**src/rtl/uart_pkg.sv**
```systemverilog
// Shared definitions for the UART receiver slice.
//   rx_state_e : receiver FSM state encoding
//   DATA_BITS  : payload bits per frame
//   FRAME_BITS : start + data + parity slot + stop
package uart_pkg;

  localparam int DATA_BITS  = 8;
  localparam int FRAME_BITS = 11;

  typedef enum logic [2:0] {
    IDLE,
    START,
    DATA,
    PARITY,
    STOP,
    WAIT_HIGH
  } rx_state_e;

endpackage

```
**src/rtl/uart_rx_sync.sv**
```systemverilog
// Two-flop synchroniser for the asynchronous serial input.
// Ports:
//   clk    in  system clock
//   rst_n  in  asynchronous active-low reset
//   rx_i   in  raw asynchronous serial line
//   rx_s_o out synchronised serial line
// Both flops reset to 1 (line idle level) so leaving reset cannot look
// like a start bit.
module uart_rx_sync (
  input  logic clk,
  input  logic rst_n,
  input  logic rx_i,
  output logic rx_s_o
);

  logic meta_q;
  logic sync_q;

  // NOTE: clocked state uses non-blocking assignments so both flops sample
  // the pre-edge values; blocking here would collapse the chain to one flop.
  always_ff @(posedge clk or negedge rst_n) begin
    if (!rst_n) begin
      meta_q <= 1'b1;
      sync_q <= 1'b1;
    end else begin
      meta_q <= rx_i;
      sync_q <= meta_q;
    end
  end

  assign rx_s_o = sync_q;

endmodule

```
**src/rtl/uart_receiver.sv**
```systemverilog
// Oversampling UART receiver: start, 8 data bits LSB first, parity slot,
// stop. Each bit is sampled once near its middle; the received byte is
// presented on a valid/ready interface with single-cycle error pulses.
// Ports:
//   clk, rst_n   clock, asynchronous active-low reset
//   sample_tick  1-clk enable at OVERSAMPLE x baud
//   rx           asynchronous serial input, idle high
//   data_out     last received byte, held until the next good frame
//   valid/ready  output handshake; byte consumed when both high
//   frame_err    pulse: stop bit sampled low
//   parity_err   pulse: even-parity mismatch (tied 0 unless enabled)
//   overrun_err  pulse: new byte completed while the old one was unconsumed
// Build option: define UART_RX_PARITY_CHECK_EN to check the parity slot as
// even parity over the data; otherwise the slot is skipped unchecked.
module uart_receiver
  import uart_pkg::*;
#(
  parameter int OVERSAMPLE = 16,
  parameter int CNT_W      = 4
) (
  input  logic       clk,
  input  logic       rst_n,
  input  logic       sample_tick,
  input  logic       rx,
  output logic [7:0] data_out,
  output logic       valid,
  input  logic       ready,
  output logic       frame_err,
  output logic       parity_err,
  output logic       overrun_err
);

  localparam int BIT_W = $clog2(DATA_BITS);

  rx_state_e                state_q;
  logic [CNT_W-1:0]         tick_cnt_q, tick_cnt_d;
  logic [BIT_W-1:0]         bit_cnt_q, bit_cnt_d;
  logic [DATA_BITS-1:0]     shift_reg_q;
  logic [DATA_BITS-1:0]     data_out_q;
  logic                     valid_q;
  logic                     frame_err_q;
  logic                     overrun_err_q;
  logic                     rx_s;
  logic                     tick_last;
  logic                     tick_half;

  uart_rx_sync u_sync (
    .clk    (clk),
    .rst_n  (rst_n),
    .rx_i   (rx),
    .rx_s_o (rx_s)
  );

  // START waits half a bit so every later sample lands mid-bit.
  assign tick_half = (tick_cnt_q == CNT_W'(OVERSAMPLE/2 - 1));
  assign tick_last = (tick_cnt_q == CNT_W'(OVERSAMPLE - 1));

  // NOTE: every always_comb output gets a default first so no path leaves
  // it unassigned, which would infer a latch.
  always_comb begin
    tick_cnt_d = tick_cnt_q + 1'b1;
    if (tick_last) tick_cnt_d = '0;
    bit_cnt_d  = bit_cnt_q + 1'b1;
  end

`ifdef UART_RX_PARITY_CHECK_EN
  logic par_bit_q;
  logic parity_err_q;
`endif

  always_ff @(posedge clk or negedge rst_n) begin
    if (!rst_n) begin
      state_q       <= IDLE;
      tick_cnt_q    <= '0;
      bit_cnt_q     <= '0;
      shift_reg_q   <= '0;
      data_out_q    <= 8'h00;
      valid_q       <= 1'b0;
      frame_err_q   <= 1'b0;
      overrun_err_q <= 1'b0;
`ifdef UART_RX_PARITY_CHECK_EN
      par_bit_q     <= 1'b0;
      parity_err_q  <= 1'b0;
`endif
    end else begin
      frame_err_q   <= 1'b0;
      overrun_err_q <= 1'b0;
`ifdef UART_RX_PARITY_CHECK_EN
      parity_err_q  <= 1'b0;
`endif
      // Consumption clear comes first so a same-cycle load below wins.
      if (valid_q && ready) valid_q <= 1'b0;

      if (sample_tick) begin
        case (state_q)
          IDLE: begin
            if (!rx_s) begin
              state_q    <= START;
              tick_cnt_q <= '0;
            end
          end
          START: begin
            if (tick_half) begin
              tick_cnt_q <= '0;
              bit_cnt_q  <= '0;
              // A line back high at mid-start was a glitch; drop silently.
              state_q    <= rx_s ? IDLE : DATA;
            end else begin
              tick_cnt_q <= tick_cnt_d;
            end
          end
          DATA: begin
            tick_cnt_q <= tick_cnt_d;
            if (tick_last) begin
              shift_reg_q[bit_cnt_q] <= rx_s;
              if (bit_cnt_q == BIT_W'(DATA_BITS - 1)) state_q <= PARITY;
              else                                    bit_cnt_q <= bit_cnt_d;
            end
          end
          PARITY: begin
            tick_cnt_q <= tick_cnt_d;
            if (tick_last) begin
`ifdef UART_RX_PARITY_CHECK_EN
              par_bit_q <= rx_s;
`endif
              state_q <= STOP;
            end
          end
          STOP: begin
            tick_cnt_q <= tick_cnt_d;
            if (tick_last) begin
              if (rx_s) begin
                data_out_q <= shift_reg_q;
                valid_q    <= 1'b1;
                if (valid_q && !ready) overrun_err_q <= 1'b1;
`ifdef UART_RX_PARITY_CHECK_EN
                parity_err_q <= (par_bit_q != ^shift_reg_q);
`endif
                state_q <= IDLE;
              end else begin
                frame_err_q <= 1'b1;
                state_q     <= WAIT_HIGH;
              end
            end
          end
          WAIT_HIGH: begin
            // Hold off until the line recovers so a break is not re-read
            // as a stream of start bits.
            if (rx_s) state_q <= IDLE;
          end
          default: state_q <= IDLE;
        endcase
      end
    end
  end

  assign data_out    = data_out_q;
  assign valid       = valid_q;
  assign frame_err   = frame_err_q;
  assign overrun_err = overrun_err_q;
`ifdef UART_RX_PARITY_CHECK_EN
  assign parity_err  = parity_err_q;
`else
  assign parity_err  = 1'b0;
`endif

endmodule

```
**config.mk**
```make
export PLATFORM = sky130hd
export DESIGN_NAME = uart_receiver
export DESIGN_NICKNAME = d
export VERILOG_FILES = /design/src/rtl/uart_pkg.sv /design/src/rtl/uart_rx_sync.sv /design/src/rtl/uart_receiver.sv
export SDC_FILE = /design/constraint.sdc
export NUM_CORES = 1
export LEC_CHECK = 0
export ABC_AREA = 1
export ABC_CLOCK_PERIOD_IN_PS = 1700
export CAP_MARGIN = 20
export CELL_PAD_IN_SITES_DETAIL_PLACEMENT = 1
export CELL_PAD_IN_SITES_GLOBAL_PLACEMENT = 2
export CORE_ASPECT_RATIO = 0.6
export CORE_UTILIZATION = 30
export CTS_CLUSTER_SIZE = 30
export DETAILED_ROUTE_END_ITERATION = 6
export GPL_ROUTABILITY_DRIVEN = 0
export PLACE_DENSITY_LB_ADDON = 0.1
export SLEW_MARGIN = 5
export SYNTH_ARGS = -nofsm -noshare
export SYNTH_HDL_FRONTEND = slang
export SYNTH_SLANG_ARGS = --single-unit
```
**constraint.sdc**
```tcl
create_clock -name clk -period 1.7 [get_ports clk]
set_input_delay 0.34 -clock clk [delete_from_list [all_inputs] [get_ports clk]]
set_output_delay 0.34 -clock clk [all_outputs]
set_load 0.01 [all_outputs]
```
# Word-level counts from Yosys, hierarchy flattened
# Cells that the tools add are included.
# totals
in_bits	5
output_inout_bits	12
word_cells	78
register_bits	31
# classes
n_addsub	2
reduce_logical	13
eq_ne	16
n_lt_le_gt_ge	2
n_mux	35
# ops
op	count
$mux 3	11
$pmux 3 s6	1
$mux 1	15
$ne 2x2->1 const B	7
$mux 4	3
$pmux 4 s3	1
$eq 3x3->1 const B	3
$bwmux 8	1
$reduce_and 8->1	1
$eq 3x2->1 const B	2
$pmux 3 s2	1
$reduce_and 3->1	2
$reduce_and 5->1	1
$add 4x1->4 const B	1
$eq 4x3->1 const B	1
$eq 4x4->1 const B	1
$lt 3x4->1 const B	1
$reduce_and 4->1	1
$add 3x1->3 const B	1
$demux 1 s3	1
$eq 3x1->1 const B	1
$ge 3x1->1 const B	1
$logic_and 1x1->1	3
$logic_not 3->1	1
other kinds (6)	6

# Longest topological paths before layout
# depth
depth_word	7
depth_mapped	10
mapped_depth_nobuf	10

# Modules after synthesis
# A second synthesis with hierarchy kept.
# hier_totals
hier_cells	206
hier_area_um2	1682.9
# modules_own_cells
mod	seq_area_each_um2	area_each_um2	cells_each	n_inst
uart_receiver	725.7	1630.3	204	1
uart_rx_sync	52.6	52.6	2	1

# Worst setup path before layout
# Ideal clock, no wire load.
# synth_path
path_type	reg-to-reg
start	register bit_cnt_q[0]
end	register bit_cnt_q[0]
period_less_slack_ns	1.370
arrival_time_ns	1.253
setup_slack_ns	0.330
required_time_ns	1.583
setup_time_ns	0.117
n_path_buf	0
path_stages_with_launch	9
path_cell_list	dfrtp_1 > ha_1 > ha_1 > inv_1 > nor2_1 > nor2_2 > nand3_2 > nand2_1 > nand2_1
# synth_between
elab_chain_len	4
word_cells_on_any_way	7
cone_classes	add/sub (1); eq/ne (2); mux (3); reduce/logical (1)
# synth_rtl
item	line_no	text
from (decl)	uart_receiver.sv:37	logic [BIT_W-1:0] bit_cnt_q, bit_cnt_d;
from (signal assigned)	uart_receiver.sv:117	else bit_cnt_q <= bit_cnt_d;
$add 3x1->3	uart_receiver.sv:63	bit_cnt_d = bit_cnt_q + 1'b1;
$mux 3	uart_receiver.sv:116	if (bit_cnt_q == BIT_W'(DATA_BITS - 1)) state_q <= PARITY;
$mux 3	uart_receiver.sv:114	if (tick_last) begin
$pmux 3 s2	uart_receiver.sv:95	case (state_q)
# Parallel ways exist; a longest one is shown, timed or not. The select of a mux whose other input is x is not followed.
# A chain may end at the register's enable or synchronous reset.

# Final worst setup path
# layout_path
start	register tick_cnt_q[0]
end	register shift_reg_q[1]
# layout_between
elab_chain_len	2
# layout_rtl
item	line_no	text
from (decl)	uart_receiver.sv:36	logic [CNT_W-1:0] tick_cnt_q, tick_cnt_d;
from (signal assigned)	uart_receiver.sv:109	tick_cnt_q <= tick_cnt_d;
from (signal assigned)	uart_receiver.sv:113	tick_cnt_q <= tick_cnt_d;
from (signal assigned)	uart_receiver.sv:121	tick_cnt_q <= tick_cnt_d;
$eq 4x4->1	uart_receiver.sv:56	assign tick_last = (tick_cnt_q == CNT_W'(OVERSAMPLE - 1));
$reduce_and 3->1 (no line)	--	
to (signal, indexed assignment)	uart_receiver.sv:115	shift_reg_q[bit_cnt_q] <= rx_s;
to (decl)	uart_receiver.sv:38	logic [DATA_BITS-1:0] shift_reg_q;
# Every way passes these cells.

==> results.txt <==
outcome: complete, no violations
fin util: 40.2%
largest net degree at the start of global routing: 14
Routed Antenna Nets: 0
vias in the first global route: 1,316
core area: 0.00478 mm^2
CTS clk-pin slew, worst paths: 0.07 ns
die height: 57.9 um
slowest CP cell: dfrtp_1
final instance area: 0.00192 mm^2
estimated wirelength of the detail-placed design: 3.13 mm
hold crit path type: primary input to async pin
maximum clock rate: 0.643 GHz
Synth Area in Simple Gates: 37.9%
# rows: 19
storage element area: 779 um^2
adder-cell share of the synthesized area: 2.40%
H-tree levels: 2
Synth Area in Compound Gates: 4.33%
sequential-to-total area share from yosys stat: 49.8%
layout overhead on the synthesized area: 23.0%
Via Count: 1,336
CTS tree: built
GR Overflow Total: 0
Cell Area, Placed: 0.00181 mm^2
Worst-Skew Late Latency: 0.28 ns
Post-Layout Cell Count: 284
VDD IR max: 0.339 mV
CP Launch Type: register
setup violators final: 0
final WL: 3.98 mm
synthesized instance count: 193
mux share of post-synthesis cell area: 0%
Crit Path Class: register to register
CP top delay family: simple AND/OR/NAND/NOR gates
DR vias/cell: 4.70
number of DRC markers in iteration 0: 49
I/O Buffers: 15
Max Slew Vio Count: 0
TritonCTS buffer count: 5
Synth area leaders: dfrtp_1, nand2_1, nand3_1, nor2_1, dfstp_2
# fillers: 577
initial antenna violation count: 0
Post-Syn Area: 0.00156 mm^2
share of the synthesized area in the top cell type: 46.5%
Total GRT Usage: 16.7%
Remaining DRCs: 0
Netlist cell types: 23
Final Critical Period: 1.55 ns
worst r2r path cells: 8
hold_buf cts: 0
type of destination of the critical path: register
commonest non-fill, non-tap cell in the layout: nand2_1
post-route clock skew: 0.00787 ns
Synth Area in XOR/XNOR: 0%
final hold violation count: 0
largest family of logic cells by synthesized area: simple AND/OR/NAND/NOR gates
footprint of the multi-input gates: 701 um^2
mean area per synthesized cell: 8.09 um^2
launch point of the worst reg-to-reg path: tick_cnt_q[0]
Worst Setup SP: tick_cnt_q[0]
crit-path cells: ha_1 > nand2_2 > inv_2 > nand3_4 > nor2_4 > nand3_1 > nand2_1 > o21ai_1
nets: 229
diode count: 0
flops & latches, synth: 31
crit path DAT: 1.70 ns
Syn. warnings: 0
LEAKAGE: 0.988 nW
Inst Count DP: 274
layout cells sized above 1: 16.7%
crit path max fanout: 8
drt first pass iters: 4
fin crit share: 91.5%
average wire per standard cell: 14.0 um
RR Endpoint: shift_reg_q[1]
CP max stage delay: 0.39 ns
die width: 95.1 um
area leader, netlist: dfrtp_1
Initial Util: 32.7%
PD cells: 1150 mW/mm^2
Max Root-Sink Buffers: 2
# clock sinks: 31
global-route wire length before repair: 6.78 mm
Die ar.: 0.00551 mm^2
CP required: 1.84 ns
maxcap violations: 0
R2R Setup Slk: 0.15 ns
syn_nets: 201
CTS root buf: clkbuf_8
post-layout power: 2.21 mW
IO Count: 17
commonest cells after routing, fill and taps aside: nand2_1, nand3_1, dfrtp_1
WP buf/inv: 1
routing by layer:
| metal | GRT usage [%] | wire [um] | vias to the layer above |
|---|---|---|---|
| li1 | - | - | 671 |
| met1 | 26.1 | 2260 | 639 |
| met3 | 3.94 | 124 | 4 |
| met2 | 22.0 | 1580 | 22 |
| met5 | 0 | 0 | - |
| met4 | 5.84 | 15 | 0 |
cell usage after synthesis (all sizes together):
master and instances:
nand2 69, nand3 30, dfrtp 29, nor2 24
inv 17, o21ai 11, ha 3, nand4 3
buf 2, dfstp 2, a21oi 1, conb 1
o21bai 1
cell type report:
class	count	share of cell area, %
flip-flops and latches	31	40.6
inverters	17	3.32
repair buffers	23	10.9
clock inverters	1	0.261
clock buffers	6	4.30
well taps	63	4.10
multi-input cells	143	36.5
repair_timing:
item	CTS	global route
setup buffers	0	3
gates resized for setup	0	1
endpoints found under the hold margin	0	0
endpoints found under the setup margin	0	5
state kept, by name, summed over array words and instances, names as in the netlist, 3 cells and up:
register,cells
bit_cnt_q,3
state_q,3
shift_reg_q,8
tick_cnt_q,4
data_out,8
worst max-delay path by stage:
| stage | slack (ns) | depth (start not counted) | to |
|---|---|---|---|
| floorplan | 0.33 | 8 | bit_cnt_q[0] |
| global placement | 0.05 | 6 | shift_reg_q[1] |
| detailed placement | 0.002 | 6 | shift_reg_q[1] |
| CTS | 0.13 | 8 | shift_reg_q[1] |
| global route | -0.01 | 8 | shift_reg_q[2] |
| finish | 0.15 | 8 | shift_reg_q[1] |
power breakdown:
part,switching [mW],leakage [nW],total (mW),internal [mW]
combinational,0.484,0.520,0.717,0.233
sequential,0.113,0.420,0.925,0.812
clock,0.254,0.0470,0.571,0.317
total,0.851,0.988,2.21,1.36
through the flow:
| step | TNS [ns] | worst slack (ns) | hold WS [ns] |
|---|---|---|---|
| finish | 0 | 0.145 | 0.333 |
| global route | -0.0126 | -0.0100 | 0.332 |
| CTS | 0 | 0.131 | 0.329 |
| detailed placement | 0 | 0.00235 | 0.349 |
| global placement | 0 | 0.0491 | 0.347 |
| floorplan | 0 | 0.330 | 0.0444 |
cells by family (layout without fill, tap and decap cells):
group / count (synthesis) / in the layout
and+or+nand+nor: 126 / 126
other: 1 / 1
DFF: 31 / 31
AOI/OAI and AO/OA: 13 / 13
adders and majority gates: 3 / 3
buffers and inverters: 19 / 47
Note: power is estimated with default switching activity, not from simulation.
